$ cat config.mk
export PLATFORM = sky130hd
export DESIGN_NAME = add_seq
export DESIGN_NICKNAME = d
export VERILOG_FILES = /design/src/rtl/add_seq.sv
export SDC_FILE = /design/constraint.sdc
export NUM_CORES = 1
export LEC_CHECK = 0
export CORE_MARGIN = 2
export CORE_UTILIZATION = 55
export CTS_BUF_LIST = sky130_fd_sc_hd__clkbuf_2 sky130_fd_sc_hd__clkbuf_4 sky130_fd_sc_hd__clkbuf_8
export DETAILED_ROUTE_END_ITERATION = 6
export DONT_BUFFER_PORTS = 1
export PLACE_DENSITY_LB_ADDON = 0.12
export REMOVE_ABC_BUFFERS = 1
export SETUP_SLACK_MARGIN = 0.02
export SLEW_MARGIN = 15
export SYNTH_ARGS = -nofsm -noshare
export SYNTH_HDL_FRONTEND = slang
export SYNTH_SLANG_ARGS = --single-unit
export TNS_END_PERCENT = 1
$ cat constraint.sdc
create_clock -name clk -period 3.18 [get_ports clk]
set_clock_uncertainty 0.15 [all_clocks]
set_input_delay 0.477 -clock clk [delete_from_list [all_inputs] [get_ports clk]]
set_output_delay 0.477 -clock clk [all_outputs]
set_load 0.005 [all_outputs]
$ cat src/rtl/add_seq.sv
// Nibble-serial adder: one shared 4-bit ripple slice plus a carry register, NIB = WIDTH/4 cycles per result.
// Define ADD_SEQ_SUB_EN to add the sub input (a - b via inverted b and carry-in forced to 1).
module add_seq #(
  parameter int unsigned WIDTH = 16
) (
  input  logic             clk,
  input  logic             rst,
  input  logic             start,
  input  logic [WIDTH-1:0] a,
  input  logic [WIDTH-1:0] b,
  input  logic             cin,
`ifdef ADD_SEQ_SUB_EN
  input  logic             sub,
`endif
  output logic             busy,
  output logic             done,
  output logic [WIDTH-1:0] sum,
  output logic             cout,
  output logic             ovf
);

  localparam int unsigned NIB = WIDTH / 4;
  localparam int unsigned CW  = (NIB > 1) ? $clog2(NIB) : 1;
  localparam logic [CW-1:0] LAST = CW'(NIB - 1);

  typedef enum logic [1:0] {IDLE, RUN, DONE} state_t;

  state_t           state;
  state_t           state_next;
  logic [WIDTH-1:0] a_r;
  logic [WIDTH-1:0] b_r;
  logic             carry;
  logic [CW-1:0]    cnt;

  logic             accept;
  logic [WIDTH-1:0] b_eff;
  logic             c_init;
  logic [3:0]       na;
  logic [3:0]       nb;
  logic [3:0]       ns;
  logic [4:0]       c;
  logic [WIDTH-1:0] sum_next;

  assign accept = start && ((state == IDLE) || (state == DONE));

  always_comb begin
`ifdef ADD_SEQ_SUB_EN
    b_eff  = sub ? ~b : b;
    c_init = sub ? 1'b1 : cin;
`else
    b_eff  = b;
    c_init = cin;
`endif
  end

  // Bit 0 is a half adder on the operands with the carry register folded in.
  always_comb begin
    na    = a_r[{cnt, 2'b00} +: 4];
    nb    = b_r[{cnt, 2'b00} +: 4];
    ns    = '0;
    c     = '0;
    ns[0] = (na[0] ^ nb[0]) ^ carry;
    c[1]  = (na[0] & nb[0]) | ((na[0] ^ nb[0]) & carry);
    for (int unsigned i = 1; i < 4; i++) begin
      ns[i]  = na[i] ^ nb[i] ^ c[i];
      c[i+1] = (na[i] & nb[i]) | (na[i] & c[i]) | (nb[i] & c[i]);
    end
    sum_next = sum >> 4;
    sum_next[WIDTH-1 -: 4] = ns;
  end

  always_ff @(posedge clk) begin
    if (rst) state <= IDLE;
    else     state <= state_next;
  end

  always_comb begin
    state_next = state;
    case (state)
      IDLE:    state_next = accept ? RUN : IDLE;
      RUN:     state_next = (cnt == LAST) ? DONE : RUN;
      DONE:    state_next = accept ? RUN : IDLE;
      default: state_next = IDLE;
    endcase
  end

  always_comb begin
    busy = (state == RUN);
    done = (state == DONE);
  end

  always_ff @(posedge clk) begin
    if (rst) begin
      a_r   <= '0;
      b_r   <= '0;
      sum   <= '0;
      carry <= 1'b0;
      cnt   <= '0;
      ovf   <= 1'b0;
    end else if (accept) begin
      a_r   <= a;
      b_r   <= b_eff;
      carry <= c_init;
      cnt   <= '0;
      ovf   <= 1'b0;
    end else if (state == RUN) begin
      sum   <= sum_next;
      carry <= c[4];
      cnt   <= cnt + 1'b1;
      if (cnt == LAST)
        ovf <= (a_r[WIDTH-1] == b_r[WIDTH-1]) && (ns[3] != a_r[WIDTH-1]);
    end
  end

  assign cout = carry;

endmodule

==> Yosys cells after proc, flatten, opt, wreduce, memory -nomap -nowiden <==
Index checks and enable logic that the tools add are counted.
{ "word_totals": {"ff_bits": 54, "input_bits": 36} }
{ "op_classes": {"add_sub_neg": 1, "n_eq_ne": 5, "n_shift": 2, "muxes": 5, "n_bitwise": 27, "n_reduce_logical": 9} }
{ "op_table": {"columns": ["cell", "count"], "rows": [
  ["16-bit by 5-bit variable part select with 4-bit output", 2],
  ["1-bit AND", 11],
  ["1-bit XOR", 8],
  ["1-bit bitwise OR", 7],
  ["2-bit == test, second input constant", 2],
  ["2-bit one-hot mux with 2 select lines", 1],
  ["2-bit AND reduction", 2],
  ["2-bit OR reduction", 2],
  ["1-bit two-way mux", 3],
  ["2-bit by 1-bit adder with 2-bit output, second input constant", 1],
  ["2-bit by 1-bit == test with 1-bit output, second input constant", 1],
  ["1-bit logical AND", 2],
  ["2-bit logical NOT", 1],
  ["2-bit two-way mux", 1],
  ["2-bit nonzero test", 1],
  ["1-bit == test", 1],
  ["1-bit logical OR", 1],
  ["1-bit != test", 1],
  ["1-bit NOT", 1]
]} }

==> Depth between registers and ports, before layout <==
Gate-level depths: netlist (run 1).
{ "logic_depth": {"ltp_word": 15, "depth_mapped": 12, "mapped_depth_nobuf": 11} }

==> Least setup slack after synthesis (run 1) <==
No wires, ideal clock.
{ "synth_timing": {"kind": "reg2reg", "start": "register cnt[0]", "end": "register ovf", "setup_time_ps": 121, "t_arrival_ps": 2917, "t_required_ps": 2909, "slack_ps": -9, "path_stages_with_launch": 13, "path_buffers": 1, "period_less_slack_ps": 3189, "cell_sequence": "dfxtp_1 buf_4 mux4_2 inv_1 fa_1 inv_1 fa_1 fa_1 inv_1 fa_1 and3_1 nor3_1 nor4_1"} }
{ "synth_between": {"elab_chain_cells": 13} }
{ "synth_lines": {"columns": ["item", "line", "text"], "rows": [
  ["start: declaration", "33", "logic [CW-1:0] cnt;"],
  ["start signal: assignment", "109", "cnt <= cnt + 1'b1;"],
  ["16-bit by 5-bit variable part select with 4-bit output (on tied branches)", "58, 59", null],
  ["1-bit XOR", "63", "c[1] = (na[0] & nb[0]) | ((na[0] ^ nb[0]) & carry);"],
  ["1-bit AND", "63", null],
  ["1-bit bitwise OR", "63", null],
  ["1-bit AND", "66", "c[i+1] = (na[i] & nb[i]) | (na[i] & c[i]) | (nb[i] & c[i]);"],
  ["1-bit bitwise OR (2 in series)", "66", null],
  ["1-bit AND", "66", null],
  ["1-bit bitwise OR (2 in series)", "66", null],
  ["1-bit XOR", "65", "ns[i] = na[i] ^ nb[i] ^ c[i];"],
  ["1-bit != test", "111", "ovf <= (a_r[WIDTH-1] == b_r[WIDTH-1]) && (ns[3] != a_r[WIDTH-1]);"],
  ["1-bit logical AND", "111", null],
  ["end signal: assignment", "111", null],
  ["end: declaration", "19", "output logic ovf"]
]} }
Several ways; a longest one is shown, not always the timed one.
A chain may end at the register's enable or synchronous reset.

==> Final worst setup path (run 1) <==
Same ends and word-level chain as after synthesis.

==> flow_summary.toml, run 1 <==
[run_status]
run_status = "completed"

[sta]
hold_viol_final = 0
setup_viol = 0
drv_slew = 0
grt_setup_unrepaired = "false"
tightestPinTransition_ns = 0.708
fmaxAchievable_ghz = 0.328
period_needed_ns = 3.05
hold_ws_ns = 0.0766
maxSlewHeadroom_pct = 52.8
finalCritPeriodShare_pct = 96.0

[pwr]
swShare_pct = 24.4
pwr-share-comb_pct = 10.4
power_per_cell_area_mw_per_mm2 = 537
p_leak_nw = 0.834
power.switching_w = 0.000307
p_total_w = 0.00126
ir_drop_mv = 0.276
sequentialPowerShare_pct = 58.3
intPower_w = 0.000952
p_clk_share_pct = 31.3

[clock_tree]
post_cts_buffers = 0
cts_root_buffer = "clkbuf_8"
htreeDepth = 2
clock_sinks = 54
cts_tree = "done"
clk_latency_ns = 0.31
clkTransAtPathRegs_ns = 0.09
clock_path_buffers = 2
numCtsBuffers = 5

[finish]
layout.core_utilization_pct = 59.0
nNetsFinal = 291
nFillCells = 377
syn2layout_area_growth_pct = 4.28
diodes = 0
stdcell_count = 301
drive_gt1_share_pct = 12.7

[setup_path]
critPathLaunchType = "register"
reg2reg_slack_ns = 0.13
ff2ff_path_depth = 11
end_kind = "register"
crit_arrival_ns = 3.07
cp.required_ns = 3.20
worstReg2RegStart = "cnt[0]$_SDFFE_PP0P_"
r2r-end = "ovf$_SDFFE_PP0P_"
critPathKind = "register to register"
path_max_fanout = 4

[floorplanning]
die_h_um = 67.9
die_width_um = 67.9
start_util_pct = 56.6
rows = 23
dieArea_sq_mm = 0.00462
core_area_sq_mm = 0.00397
boundaryPins = 56

[min_path]
hold_start = "rst"
hp-class = "input pin to register"
min_to = "cnt[0]$_SDFFE_PP0P_"
hold_path_depth = 1

[placed_design]
gp_congestion = 0.725
post-dp-hpwl_mm = 2.81
placed_cells = 293
port_buffers = 0

[synthesis]
postSynthCellCount = 257
ys_seq_elements = 54
avgSynthCellArea_sq_um = 8.75
yosysWarningCount = 0
netlist_area_sq_mm = 0.00225
yosysSeqAreaShare_pct = 48.1
synth.distinct_cells = 27

[routing]
routed_wl_mm = 4.03
via_count = 1633
wl_per_cell_um = 13.4
dr.pass1.iters = 4
drc = 0
ant_nets = 0
vias_per_cell = 5.43
drt_iter0_markers = 69

[global_route]
antenna_found_initial = 0
first_global_vias = 1404
grt_pass1_wl_mm = 6.13
grt_max_degree = 55
grt_usage_pct = 18.0
gr-total-overflow = 0

[run]
maxCapViolations = 0
[per-layer routing]
metal  vias to the layer above  routed length [um]  track usage [%]  share of wire, %
li1                        825                   -                -                 -
met1                       752                1960             23.1                48
met2                        47                1720             28.0                43
met3                         9                 292             5.76               7.2
met4                         0                  64             7.50               1.6
met5                         -                   0                0                 0
[power groups by stage]
stage	combinational (W)	sequential [W]	clock, W
final	0.000131	0.000734	0.000394
after global routing	0.000149	0.000739	0.000424
after CTS	0.000134	0.000734	0.000404
after detailed placement	0.000133	0.000750	0
after global placement	0.000130	0.000750	0
after floorplan	0.0000995	0.000745	0
[worst max-delay path by stage]
stage                        start          endpoint  slack [ns]  cells past startpoint
2_1_floorplan  cnt[0]$_SDFFE_PP0P_  ovf$_SDFFE_PP0P_       -0.25                     11
3_3_place_gp   cnt[0]$_SDFFE_PP0P_  ovf$_SDFFE_PP0P_       0.003                     11
3_5_place_dp   cnt[0]$_SDFFE_PP0P_  ovf$_SDFFE_PP0P_       -0.03                     11
4_1_cts        cnt[0]$_SDFFE_PP0P_  ovf$_SDFFE_PP0P_        0.04                     11
5_1_grt        cnt[0]$_SDFFE_PP0P_  ovf$_SDFFE_PP0P_        0.03                     11
6_report       cnt[0]$_SDFFE_PP0P_  ovf$_SDFFE_PP0P_        0.13                     11
[cell families after synthesis]
kind of cell | synth area share, %
compound gates | 12.6
xor+xnor | 0.390
fa+ha+maj | 4.12
buf+inv | 6.79
flops | 48.1
mux | 8.46
simple gates | 19.6
[registers in the layout, summed over array words and instances (netlist names)]
name and cells:
a_r 16, b_r 16, sum 16, cnt 2
state 2, cout 1, ovf 1
[cell type report]
class	count	area, sq um	area share, %
sequential	54	1080	46.3
multi-input combinational	175	1020	43.6
clock buffer	7	90.1	3.84
tap	50	62.6	2.67
timing repair buffer	6	45.0	1.92
inverter	8	35.0	1.49
clock inverter	1	5.00	0.213
[stage by stage]
stage	setup TNS, ns	instance area (sq um)	worst slack, ns
CTS	0	2340	0.0425
detailed placement	-0.0320	2240	-0.0320
global placement	0	2240	0.00282
finish	0	2340	0.129
global route	0	2340	0.0295
floorplan	-0.247	2130	-0.247
[critical path: stages (launching register included)]
cell     delay, ns
dfxtp_4       0.38
mux4_2        0.50
inv_2         0.07
fa_1          0.17
inv_1         0.05
fa_2          0.33
fa_2          0.33
inv_1         0.07
fa_1          0.43
and3_1        0.20
nor3_1        0.16
nor4_1        0.07
[repair_timing]
| action | 4_1_cts | 5_1_grt |
|---|---|---|
| setup endpoints to repair | 1 | 1 |
| pin swaps | 1 | 1 |
| hold buffers | 0 | 0 |
| resized for setup | 4 | 1 |
| hold endpoints to repair | 0 | 0 |
[cell usage in the layout, fill, tap and decap left out]
cell type and count:
nand2_1 92, dfxtp_1 53, a21oi_1 47, mux4_2 8
inv_1 6, clkbuf_8 6, buf_4 6, nor2_1 5
nor3_1 4, nand2b_1 2, a211oi_2 2, fa_2 2
fa_1 2, inv_6 1, inv_2 1, and2b_1 1
nor2b_2 1, nand3b_1 1, and3_1 1, nor4_1 1
a2111oi_2 1, mux2i_1 1, xnor2_1 1, nor3_2 1
o21a_1 1, ha_1 1, clkbuf_4 1, clkinv_2 1
dfxtp_4 1
[synthesized netlist by cell type]
library cell  instances  area share (%)
nor2_1                5            0.83
dfxtp_1              54              48
inv_1                 7             1.2
and3_1                1            0.28
buf_1                 1            0.17
and2b_1               1            0.33
buf_4                 5             1.7
xnor2_1               1            0.39
buf_6                 2             1.0
nand2_1              92              15
ha_1                  1            0.56
nand2b_1              2            0.56
nor3_1                4            0.89
mux4_2                8             8.0
buf_2                 7             1.6
nor3_2                1            0.45
inv_6                 1            0.39
o21a_1                1            0.33
a21oi_1              47              10
nand3b_1              1            0.33
nor4_1                1            0.28
fa_1                  4             3.6
a211oi_2              2             1.1
a2111oi_2             1            0.67
nor2b_1               1            0.28
mux2i_1               1            0.45
clkbuf_1              5            0.83
Power figures use the tool's default switching activity.
==> run 2: changes to the inputs <==
--- a/config.mk
+++ b/config.mk
@@ -5,15 +5,17 @@
 export SDC_FILE = /design/constraint.sdc
 export NUM_CORES = 1
 export LEC_CHECK = 0
+export CELL_PAD_IN_SITES_DETAIL_PLACEMENT = 1
+export CELL_PAD_IN_SITES_GLOBAL_PLACEMENT = 1
 export CORE_MARGIN = 2
-export CORE_UTILIZATION = 55
+export CORE_UTILIZATION = 43
 export CTS_BUF_LIST = sky130_fd_sc_hd__clkbuf_2 sky130_fd_sc_hd__clkbuf_4 sky130_fd_sc_hd__clkbuf_8
+export CTS_CLUSTER_SIZE = 10
 export DETAILED_ROUTE_END_ITERATION = 6
 export DONT_BUFFER_PORTS = 1
 export PLACE_DENSITY_LB_ADDON = 0.12
 export REMOVE_ABC_BUFFERS = 1
 export SETUP_SLACK_MARGIN = 0.02
-export SLEW_MARGIN = 15
 export SYNTH_ARGS = -nofsm -noshare
 export SYNTH_HDL_FRONTEND = slang
 export SYNTH_SLANG_ARGS = --single-unit
==> run 2 against run 1 <==
Against the previous run:
- wire length is 15% higher
- core utilization shrank 12 points
- clock power rose by 1%
- sequential power about the same
- first-iteration DRC count up 35%
- clock-buffer cell count is the same
- maximum frequency increased by 0.77%
- worst hold slack gained 0.0018 ns
- largest power group unchanged
- worst setup slack better by 0.023 ns
- sequential share of layout area is 0.78 points lower
==> flow_summary.toml, run 2 (same netlist as run 1, synthesis figures left out) <==
[finish]
drive_gt1_share_pct = 14.3
diodes = 0
multi_input_area_sq_mm = 0.00104
final_area_sq_mm = 0.00238
layout_commonest_cell = "nand2_1"
layout_common_cells = "nand2_1, dfxtp_1, a21oi_1"
syn2layout_area_growth_pct = 6.07
nNetsFinal = 291
ff_latch_area_sq_mm = 0.00108
nFillCells = 633
reg_top3 = "a_r: 16 flops, b_r: 16 flops, sum: 16 flops"

[min_path]
hp-class = "input pin to register"
hold_start = "rst"

[global_route]
grt_pass1_wl_mm = 7.64
first_global_vias = 1553
grt_max_degree = 55
gr-total-overflow = 0
antenna_found_initial = 0
grt_usage_pct = 16.3

[setup_path]
critPathLaunchType = "register"
crit_path_top_delay_cell = "mux4_2"
cp.required_ns = 3.20
crit_arrival_ns = 3.05
path_delay_family = "adder cells"
worstReg2RegStart = "cnt[0]$_SDFFE_PP0P_"
cp-startpoint = "cnt[0]$_SDFFE_PP0P_"
max_stage_delay_ns = 0.51
critPathBufInv = 3
critPathKind = "register to register"
end_kind = "register"
path_max_fanout = 3
path_cells = "mux4_2, inv_2, fa_1, inv_1, fa_2, fa_2, inv_2, fa_1, and3_4, nor3_2, nor4_1"

[routing]
vias_per_cell = 5.09
wl_per_cell_um = 14.4
dr.pass1.iters = 3
drc = 0
routed_wl_mm = 4.63
ant_nets = 0
drt_iter0_markers = 93
via_count = 1633

[floorplanning]
dieArea_sq_mm = 0.00582
boundaryPins = 56
die_width_um = 76.3
rows = 26
start_util_pct = 44.3
die_h_um = 76.3
core_area_sq_mm = 0.00507

[run_status]
run_status = "completed"

[clock_tree]
cts_root_buffer = "clkbuf_8"
clock_path_buffers = 2
post_cts_buffers = 0
cts_hold_buf = 0
numCtsBuffers = 5
htreeDepth = 2
clock_sinks = 54
clkTransAtPathRegs_ns = 0.09
cts_tree = "done"
clk_latency_ns = 0.30

[sta]
maxSlewHeadroom_pct = 50.7
period_needed_ns = 3.03
worst_slack_ns = 0.152
finalCritPeriodShare_pct = 95.2
setup_viol = 0
drv_slew = 0
hold_ws_ns = 0.0784
fmaxAchievable_ghz = 0.330
tightestPinTransition_ns = 0.735
hold_viol_final = 0
grt_setup_unrepaired = "false"

[placed_design]
placed_area_sq_mm = 0.00227
place_ws_ns = -0.0984
post-dp-hpwl_mm = 3.18
port_buffers = 0
gp_congestion = 0.698

[pwr]
ir_drop_mv = 0.239
power_per_cell_area_mw_per_mm2 = 533
p_leak_nw = 0.836

[run]
maxCapViolations = 0
run 2: cell counts in the layout (fill, tap and decap cells not counted):
No cell type changed its count.
run 2: routing by layer:
layer	track usage [%]	part of all wire, %	vias up
met5	0	0	-
met4	4.91	1.2	0
met3	5.09	5.9	5
met2	25.9	47	40
met1	21.4	46	758
li1	-	-	830
run 2: worst reg2reg max path, stage by stage (launching register included):
cell,delay [ns]
dfxtp_4,0.38
mux4_2,0.51
inv_2,0.07
fa_1,0.16
inv_1,0.05
fa_2,0.34
fa_2,0.34
inv_2,0.06
fa_1,0.45
and3_4,0.18
nor3_2,0.14
nor4_1,0.06
run 2: power by group:
group	switching, W	internal, W	total (W)
Clock	0.000215	0.000185	0.000399
Sequential	0.0000235	0.000710	0.000734
Combinational	0.0000796	0.0000587	0.000138
run 2: final cells by class:
type / instances / area share, %
sequential: 54 / 45.5
clock buffer: 7 / 3.78
inverter: 8 / 1.47
multi-input combinational: 175 / 43.5
clock inverter: 1 / 0.210
timing repair buffer: 6 / 1.89
tap: 70 / 3.67
run 2: through the flow:
stage          power [W]  util, %  TNS, ns  cells
2_1_floorplan   0.000844        -   -0.247    237
3_3_place_gp    0.000883     44.6  -0.0122    313
3_5_place_dp    0.000889     44.6  -0.0984    313
4_1_cts          0.00129     46.8        0    321
5_1_grt          0.00134     47.0        0    321
6_report         0.00127     47.0        0    321
run 2: path summary, 6_finish.rpt:
path	slack, ns	to	cells past startpoint
min reg2reg	0.30	b_r[12]$_SDFFE_PP0P_	2
max	0.15	ovf$_SDFFE_PP0P_	11
min	0.08	sum[15]$_SDFFE_PP0P_	1
max reg2reg	0.15	ovf$_SDFFE_PP0P_	11
run 2: what timing repair did:
item / in CTS / in global routing
resized for setup: 5 / 4
pin swaps: 2 / 1
setup endpoints to repair: 1 / 1
==> run 3: changes to the inputs <==
--- a/config.mk
+++ b/config.mk
@@ -5,10 +5,11 @@
 export SDC_FILE = /design/constraint.sdc
 export NUM_CORES = 1
 export LEC_CHECK = 0
+export ABC_AREA = 1
 export CELL_PAD_IN_SITES_DETAIL_PLACEMENT = 1
 export CELL_PAD_IN_SITES_GLOBAL_PLACEMENT = 1
 export CORE_MARGIN = 2
-export CORE_UTILIZATION = 43
+export CORE_UTILIZATION = 42
 export CTS_BUF_LIST = sky130_fd_sc_hd__clkbuf_2 sky130_fd_sc_hd__clkbuf_4 sky130_fd_sc_hd__clkbuf_8
 export CTS_CLUSTER_SIZE = 10
 export DETAILED_ROUTE_END_ITERATION = 6
==> run 3 against run 2 <==
Against the previous run:
- sequential share of layout area barely moved
- worst hold slack improved by 0.0071 ns
- worst setup slack improved by 0.28 ns
- clock-buffer cell count rose by 1
- flip-flop and latch count did not move
- first-iteration DRC count fell by 48%
- largest power group unchanged
- highest routed layer unchanged
==> flow_summary.toml, run 3 <==
[run_status]
run_status = "completed"

[run]
maxCapViolations = 0

[placed_design]
post-dp-hpwl_mm = 3.57
port_buffers = 0
place_ws_ns = 0.418
gp_congestion = 0.818

[routing]
wl_per_cell_um = 13.2
ant_nets = 0
wl_met3_um = 327
routed_wl_mm = 4.90
dr.pass1.iters = 4
met2_length_mm = 2.20
top_layer = "met4"
m1WireLength_mm = 2.33
drt_iter0_markers = 48
vias_per_cell = 5.02
via_count = 1869
drc = 0

[clock_tree]
numCtsBuffers = 5
cts_root_buffer = "clkbuf_8"
clkTransAtPathRegs_ns = 0.09
post_cts_buffers = 0
post_cts_resized = 0
cts_hold_buf = 0
htreeDepth = 2
clk_latency_ns = 0.30
cts_tree = "done"
clock_sinks = 54
clock_path_buffers = 2

[global_route]
gr-total-overflow = 0
grt_max_degree = 39
grt_pass1_wl_mm = 8.63
grt_usage_pct = 18.0
antenna_found_initial = 0
first_global_vias = 1815

[synthesis]
synth_edf_count = 0
avgSynthCellArea_sq_um = 7.30
synthFlopType = "dfxtp_1"
yosys.cell_count.top_type = "nor2_1"
synth.distinct_cells = 19
yosys-top-cells-area = "dfxtp_1, nor2_1, o21ai_0"
yosysWarningCount = 0
synth_top_cell_by_area = "dfxtp_1"
synth_top_area_share_pct = 48.1
postSynthCellCount = 308
netlist_area_sq_mm = 0.00225
yosysSeqAreaShare_pct = 48.1
ys_seq_elements = 54
async_flop_share_pct = 0
synth_common_cells = "nor2_1, o21ai_0, dfxtp_1, nand2_1, inv_1"

[finish]
diodes = 0
reg_top3 = "a_r: 16 flops, b_r: 16 flops, sum: 16 flops"
layout_common_cells = "nor2_1, o21ai_0, dfxtp_1"
layout_commonest_cell = "nor2_1"
syn2layout_area_growth_pct = 5.73
nNetsFinal = 342
drive_gt1_share_pct = 5.63
nFillCells = 681

[sta]
finalCritPeriodShare_pct = 86.4
fmaxAchievable_ghz = 0.364
drv_slew = 0
maxSlewHeadroom_pct = 53.4
grt_setup_unrepaired = "false"
tightestPinTransition_ns = 0.698
finalSetupTns_ns = 0
setup_viol = 0
period_needed_ns = 2.75
hold_viol_final = 0
worst_slack_ns = 0.433

[setup_path]
crit_path_top_delay_cell = "fa_1"
reg2reg_slack_ns = 0.43
path_delay_family = "adder cells"
critPathKind = "register to register"
critPathLaunchType = "register"
critPathBufInv = 5
cp.required_ns = 3.28
crit_arrival_ns = 2.85
path_max_fanout = 16
max_stage_delay_ns = 0.42
end_kind = "register"
path_cells = "buf_4, nand2_1, nand3_1, nand2_1, fa_1, inv_1, fa_1, fa_1, inv_1, fa_1, inv_1, nand3_1, nand3_1, nand2_1, inv_1"

[floorplanning]
rows = 26
dieArea_sq_mm = 0.00596
die_width_um = 77.2
die_h_um = 77.2
boundaryPins = 56
core_area_sq_mm = 0.00514
start_util_pct = 43.8

[pwr]
p_leak_nw = 0.982
ir_drop_mv = 0.271
power_per_cell_area_mw_per_mm2 = 586

[min_path]
hp-class = "input pin to register"
==> run 3: cell type report <==
type	instances	area (sq um)	share of cell area, %
multi-input combinational	220	1010	42.5
clock buffer	8	110	4.63
inverter	16	60.1	2.52
timing repair buffer	4	30.0	1.26
tap	70	87.6	3.68
sequential	54	1080	45.4
==> run 3: logic make-up after synthesis <==
family | after synthesis | share of synthesized area, %
and+or+nand+nor | 144 | 24.7
DFF | 54 | 48.1
buffers and inverters | 34 | 7.06
AOI/OAI and AO/OA | 71 | 16.0
adders and majority gates | 5 | 4.12
==> run 3: path summary, 6_finish.rpt <==
check | from | end | depth (start not counted)
max | cnt[0]$_SDFFE_PP0P_ | ovf$_SDFFE_PP0P_ | 15
min | rst | state[1]$_SDFF_PP0_ | 1
max reg2reg | cnt[0]$_SDFFE_PP0P_ | ovf$_SDFFE_PP0P_ | 15
min reg2reg | b_r[4]$_SDFFE_PP0P_ | b_r[4]$_SDFFE_PP0P_ | 2
==> run 3: routing by layer <==
layer  vias up  global-route usage [%]
li1        965                       -
met1       855                    23.4
met2        44                    28.9
met3         5                    5.06
met4         0                    5.36
met5         -                       0
==> run 3: where the power goes <==
| group | total (W) | internal, W | switching, W |
|---|---|---|---|
| Clock | 0.000435 | 0.000220 | 0.000214 |
| Sequential | 0.000771 | 0.000733 | 0.0000389 |
| Combinational | 0.000187 | 0.0000660 | 0.000121 |
| Total | 0.00139 | 0.00102 | 0.000374 |
==> run 3: worst reg2reg max path, delay by kind of cell (launching register included) <==
family / cells / cell delay, ns
and+or+nand+nor: 6 / 0.45
adders and majority gates: 4 / 1.34
buffers and inverters: 5 / 0.43
DFF: 1 / 0.33
==> run 3: through the flow <==
stage | std cells | instance area [sq um] | util, % | power (W) | hold slack, ns
floorplan | 290 | 2150 | - | 0.000920 | 0.299
global placement | 364 | 2270 | 44.1 | 0.000973 | 0.321
detailed placement | 364 | 2270 | 44.1 | 0.000981 | 0.322
CTS | 372 | 2380 | 46.3 | 0.00141 | 0.0784
global route | 372 | 2380 | 46.3 | 0.00149 | 0.0788
finish | 372 | 2380 | 46.3 | 0.00139 | 0.0855
